File: src/rtl/cuo_crossbar_row_sequencer.sv
// Row-serial crossbar driver: one shared DAC loads each row word, waits out memristor settling, then accumulates one ADC sample per row.
// Latency: start sampled at edge E -> result_valid from edge E + ROWS*(SETTLE_CYCLES+2); abort returns to IDLE on the next edge.
// Backpressure: the result is held in DONE until result_ready; start is ignored while busy, so no new operation is accepted until the result is taken.
module cuo_crossbar_row_sequencer #(
  parameter int PRECISION     = 12,
  parameter int ROWS          = 8,
  parameter int SETTLE_CYCLES = 20,
  parameter int ACC_W         = 32
) (
  input  logic                      clk,
  input  logic                      rst_n,
  input  logic                      start,
  input  logic                      abort,
  input  logic [ROWS*PRECISION-1:0] data_in,
  output logic                      busy,
  output logic [PRECISION-1:0]      dac_out,
  output logic [((ROWS>1)?$clog2(ROWS):1)-1:0] dac_row,
  output logic                      dac_we,
  input  logic [PRECISION-1:0]      adc_in,
  output logic [ACC_W-1:0]          result_out,
  output logic                      result_valid,
  input  logic                      result_ready
);

  localparam int ROW_W = (ROWS > 1) ? $clog2(ROWS) : 1;
  localparam int CNT_W = (SETTLE_CYCLES > 1) ? $clog2(SETTLE_CYCLES) : 1;

  // Reject parameter sets where the accumulator could wrap or the sequence is empty.
  generate
    if (ROWS < 1) begin : g_bad_rows
      $error("cuo_crossbar_row_sequencer: ROWS must be >= 1");
    end
    if (SETTLE_CYCLES < 1) begin : g_bad_settle
      $error("cuo_crossbar_row_sequencer: SETTLE_CYCLES must be >= 1");
    end
    if (ACC_W < PRECISION + ROW_W) begin : g_bad_acc
      $error("cuo_crossbar_row_sequencer: ACC_W must be >= PRECISION + ROW_W");
    end
  endgenerate

  typedef enum logic [2:0] {
    ST_IDLE   = 3'd0,
    ST_LOAD   = 3'd1,
    ST_SETTLE = 3'd2,
    ST_READ   = 3'd3,
    ST_DONE   = 3'd4
  } state_t;

  state_t                      state_q, state_d;
  logic [ROWS*PRECISION-1:0]   word_q, word_d;
  logic [ROW_W-1:0]            row_q, row_d;
  logic [CNT_W-1:0]            cnt_q, cnt_d;
  logic [ACC_W-1:0]            acc_q, acc_d;
  logic                        busy_q, busy_d;
  logic [PRECISION-1:0]        dac_out_q, dac_out_d;
  logic [ROW_W-1:0]            dac_row_q, dac_row_d;
  logic                        dac_we_q, dac_we_d;
  logic [ACC_W-1:0]            result_out_q, result_out_d;
  logic                        result_valid_q, result_valid_d;
  logic [ROW_W-1:0]            row_nxt;
  logic [ACC_W-1:0]            acc_sum;

  // Next-state and registered-output computation; DAC outputs are set on the edge that enters LOAD.
  always_comb begin
    state_d        = state_q;
    word_d         = word_q;
    row_d          = row_q;
    cnt_d          = cnt_q;
    acc_d          = acc_q;
    dac_out_d      = dac_out_q;
    dac_row_d      = dac_row_q;
    dac_we_d       = 1'b0;
    result_out_d   = result_out_q;
    result_valid_d = result_valid_q;
    row_nxt        = row_q + 1'b1;
    acc_sum        = acc_q + ACC_W'(adc_in);

    case (state_q)
      ST_IDLE: begin
        // abort outranks start, so a coincident pair leaves the sequencer idle
        if (start && !abort) begin
          word_d    = data_in;
          acc_d     = '0;
          row_d     = '0;
          cnt_d     = '0;
          dac_we_d  = 1'b1;
          dac_out_d = data_in[PRECISION-1:0];
          dac_row_d = '0;
          state_d   = ST_LOAD;
        end
      end
      ST_LOAD: begin
        cnt_d   = '0;
        state_d = ST_SETTLE;
      end
      ST_SETTLE: begin
        if (cnt_q == CNT_W'(SETTLE_CYCLES - 1)) begin
          cnt_d   = '0;
          state_d = ST_READ;
        end else begin
          cnt_d = cnt_q + 1'b1;
        end
      end
      ST_READ: begin
        acc_d = acc_sum;
        if (row_q == ROW_W'(ROWS - 1)) begin
          result_out_d   = acc_sum;
          result_valid_d = 1'b1;
          state_d        = ST_DONE;
        end else begin
          row_d     = row_nxt;
          dac_we_d  = 1'b1;
          dac_out_d = word_q[int'(row_nxt) * PRECISION +: PRECISION];
          dac_row_d = row_nxt;
          state_d   = ST_LOAD;
        end
      end
      ST_DONE: begin
        if (result_ready) begin
          result_valid_d = 1'b0;
          state_d        = ST_IDLE;
        end
      end
      default: begin
        state_d = ST_IDLE;
      end
    endcase

    // Cancel an in-flight operation: nothing partial may reach the result port.
    if ((state_q == ST_LOAD) || (state_q == ST_SETTLE) || (state_q == ST_READ)) begin
      if (abort) begin
        state_d        = ST_IDLE;
        acc_d          = '0;
        row_d          = '0;
        cnt_d          = '0;
        dac_we_d       = 1'b0;
        dac_out_d      = dac_out_q;
        dac_row_d      = dac_row_q;
        result_out_d   = result_out_q;
        result_valid_d = 1'b0;
      end
    end

    busy_d = (state_d != ST_IDLE);
  end

  // State and output registers; reset drops everything to idle immediately.
  always_ff @(posedge clk or negedge rst_n) begin
    if (!rst_n) begin
      state_q        <= ST_IDLE;
      word_q         <= '0;
      row_q          <= '0;
      cnt_q          <= '0;
      acc_q          <= '0;
      busy_q         <= 1'b0;
      dac_out_q      <= '0;
      dac_row_q      <= '0;
      dac_we_q       <= 1'b0;
      result_out_q   <= '0;
      result_valid_q <= 1'b0;
    end else begin
      state_q        <= state_d;
      word_q         <= word_d;
      row_q          <= row_d;
      cnt_q          <= cnt_d;
      acc_q          <= acc_d;
      busy_q         <= busy_d;
      dac_out_q      <= dac_out_d;
      dac_row_q      <= dac_row_d;
      dac_we_q       <= dac_we_d;
      result_out_q   <= result_out_d;
      result_valid_q <= result_valid_d;
    end
  end

  assign busy         = busy_q;
  assign dac_out      = dac_out_q;
  assign dac_row      = dac_row_q;
  assign dac_we       = dac_we_q;
  assign result_out   = result_out_q;
  assign result_valid = result_valid_q;

endmodule
File: config.mk
export PLATFORM = sky130hd
export DESIGN_NAME = cuo_crossbar_row_sequencer
export DESIGN_NICKNAME = d
export VERILOG_FILES = /design/src/rtl/cuo_crossbar_row_sequencer.sv
export SDC_FILE = /design/constraint.sdc
export NUM_CORES = 1
export LEC_CHECK = 0
export BUFFER_PORTS_ARGS = -buffer_cell sky130_fd_sc_hd__buf_2
export CELL_PAD_IN_SITES_DETAIL_PLACEMENT = 1
export CELL_PAD_IN_SITES_GLOBAL_PLACEMENT = 1
export CORE_MARGIN = 3
export CORE_UTILIZATION = 40
export CTS_BUF_LIST = sky130_fd_sc_hd__clkbuf_16
export CTS_CLUSTER_SIZE = 8
export DETAILED_ROUTE_END_ITERATION = 8
export PLACE_DENSITY = 0.84
export RECOVER_POWER = 100
export SLEW_MARGIN = 30
export SYNTH_ARGS = -nofsm -noshare
export SYNTH_HDL_FRONTEND = slang
export SYNTH_SLANG_ARGS = --single-unit
File: constraint.sdc
create_clock -name clk -period 2.95 [get_ports clk]
set_input_delay 0.295 -clock clk [delete_from_list [all_inputs] [get_ports clk]]
set_output_delay 0.295 -clock clk [all_outputs]
set_load 0.05 [all_outputs]
==> out/metrics.cfg <==
[outcome]
status = complete, but fails checks
violations = capacitance limit, slew limit

[power]
leakagePower_nw = 4.74
ir_drop_mv = 0.426
p_per_area_nw_per_um2 = 776

[final_layout]
multiInputGateArea_um2 = 4280
diodes = 0
num-fill-cells = 2496
drive_gt1_share_pct = 31.6
fin_nets = 1073
regArea_um2 = 4730
stdcell_area_um2 = 11100
area_delta_synth_final_pct = 18.5

[worst_setup_path]
cp-start-kind = register
endpoint_kind = register
crit_chain = ha_1 -> o211ai_1 -> o211ai_1 -> a211oi_1 -> clkbuf_2 -> nor4_1 -> xnor2_1 -> o21ai_0
crit_arrival_ns = 3.02
worst_r2r_path_depth = 8
r2r_slack_ns = 0.22
crit_type = reg2reg
critical_path_required_ns = 3.25
slowest_stage = nor4_1
r2r-end = result_out[29]$_DFFE_PN0P_
cp_max_fo = 12
slowest_delay_ns = 0.54
worstReg2RegStart = acc_q[4]$_DFF_PN0_
crit_top_cell = o211ai_1

[logic_synthesis]
syn_area_per_cell_um2 = 11.9
synth_cell_types = 67
synth_nets = 917
yosysSeqAreaShare_pct = 50.7
synthFlopType = dfrtp_1
synth_top_area_share_pct = 50.7
yosys.area.top_type = dfrtp_1
syn_inst = 787
synth.most_common_cell = dfrtp_1
synth_area_leaders = dfrtp_1 51%, mux2_2 12%, mux4_2 5.8%
synth_edf_count = 0
netlist_area_um2 = 9330
synth_seq_cells = 189
synth_commonest_cells = 189 x dfrtp_1, 102 x mux2_2, 72 x nand2_1, 48 x nor2_1, 35 x o21ai_0
yosys_warnings = 0
synthArstFlopShare_pct = 100

[timing]
relSlewSlack_pct = -32.5
rsz0062_at_grt = false
slew_viol_final = 72
worst_pin_slew_ns = 1.99
fmax_mhz = 366
skew_ns = 0.0154
period_needed_ns = 2.73
setup_tns_ns = 0
setup_viol = 0
finalHoldViolations = 0
timing.final.crit_share_pct = 92.5

[place]
place_congestion = 0.784
dp_hpwl_mm = 17.7
io_buffers = 162
place_area_um2 = 10600

[clock_tree]
cts_setup_buffers = 0
cts_buffers = 17
cts_tree = yes
path_clk_slew_ns = 0.08
cts_max_path_buffers = 2
cts_max_level = 4
postCtsHoldBufs = 1
worstSkewPairLatency_ns = 0.44
cts.sinks = 189
cts_root_buf = clkbuf_16
cts_resized = 0

[global_routing]
grt_max_degree = 74
grt_usage_pct = 20.1
antenna_found_initial = 6
grt_overflow_total = 0
grt_pass1_vias = 7524
grt_first_pass_wirelength_mm = 40.7

[route]
avgRoutedWirePerCell_um = 19.6
drt_iter0_drc = 315
via_count = 6800
drt_pre_antenna_iters = 4
wirelength_mm = 24.8
via_per_inst = 5.36
drc = 0
ant_nets = 0

[floorplanning]
rows = 55
io_pins = 163
start_util_pct = 41.0
die_w_um = 159
dieArea_um2 = 25200
coreArea_um2 = 22800
dieHeight_um = 159

[min_path]
hp-start = result_ready
worstHoldEndpoint = result_valid$_DFF_PN0_
hold_path.class = in2reg
hold_path_depth = 2

[job]
max-cap-violations = 1

==> flip-flops by register name, summed over array words and instances, names as in the netlist <==
name and cells:
acc_q 32, busy 1, cnt_q 5, dac_out 12, dac_row 3, dac_we 1
result_out 32, result_valid 1, row_q 3, state_q 3, word_q 96
==> report_power, final <==
part           switching (W)  internal [W]  total [W]
clock                0.00128       0.00121    0.00250
sequential          0.000398       0.00324    0.00364
combinational        0.00133       0.00112    0.00245
total                0.00301       0.00557    0.00858
==> cell type report <==
type,instances,area share (%)
flip-flops and latches,189,42.8
multi-input cells,540,38.7
clock inverters,15,2.12
inverters,12,0.407
clock buffers,17,3.85
well taps,313,3.54
repair buffers,183,8.63
==> cell families (layout without fill, tap and decap cells) <==
group                      after synthesis  in the layout  synth area share [%]
DFF                                    189            189                  50.7
AOI/OAI and AO/OA                      155            155                  10.6
buffers and inverters                   58            227                  2.82
xor gates and xnor gates                29             29                  2.72
adders and majority gates               17             17                  2.36
muxes                                  145            145                  20.2
and+or+nand+nor                        194            194                  10.6
==> layout by cell type (no fill, tap or decap), types with 7 or more instances in the layout <==
cell type	instances
a21o_1	8
a21oi_1	33
a22oi_1	10
a31oi_1	9
buf_2	111
buf_4	9
clkbuf_1	51
clkbuf_16	17
dfrtp_1	188
ha_1	16
inv_1	12
inv_12	7
mux2_2	101
mux2i_1	14
mux4_2	24
nand2_1	71
nand3_1	10
nor2_1	50
nor3_1	13
o21ai_0	45
o21ai_1	10
xnor2_1	23
==> per-layer routing <==
layer,up-vias,global-route usage (%),share of wire (%)
met1,3441,24.6,42
met3,37,4.90,5.0
met4,12,5.33,1.6
met2,153,35.4,51
li1,3157,-,-
met5,-,0,0.37
==> critical path, delay by kind of cell (launching register included) <==
family	cells	cell delay, ns
compound gates	4	0.77
simple gates	1	0.54
fa+ha+maj	1	0.40
flops	1	0.39
buf+inv	1	0.26
xor+xnor	1	0.23
==> metrics by stage <==
| stage | setup slack (ns) | hold slack (ns) | std cells | power [W] | util (%) |
|---|---|---|---|---|---|
| after floorplan | 0.527 | -0.000591 | 787 | 0.00536 | - |
| after global placement | 0.330 | 0.358 | 1236 | 0.00603 | 46.3 |
| after detailed placement | 0.273 | 0.364 | 1236 | 0.00621 | 46.3 |
| after CTS | 0.262 | 0.0402 | 1269 | 0.00874 | 49.3 |
| after global routing | 0.0675 | 0.0608 | 1269 | 0.00907 | 48.5 |
| final | 0.221 | 0.0708 | 1269 | 0.00858 | 48.5 |
==> how the worst max path moves through the flow <==
stage | depth (start not counted) | endpoint | from
final | 8 | result_out[29]$_DFFE_PN0P_ | acc_q[4]$_DFF_PN0_
after floorplan | 9 | acc_q[24]$_DFF_PN0_ | acc_q[0]$_DFF_PN0_
after global placement | 11 | acc_q[24]$_DFF_PN0_ | adc_in[0]
after global routing | 10 | acc_q[26]$_DFF_PN0_ | acc_q[0]$_DFF_PN0_
after CTS | 10 | acc_q[26]$_DFF_PN0_ | acc_q[0]$_DFF_PN0_
after detailed placement | 11 | acc_q[24]$_DFF_PN0_ | adc_in[0]
No activity file was read; power rests on OpenSTA's default activity.
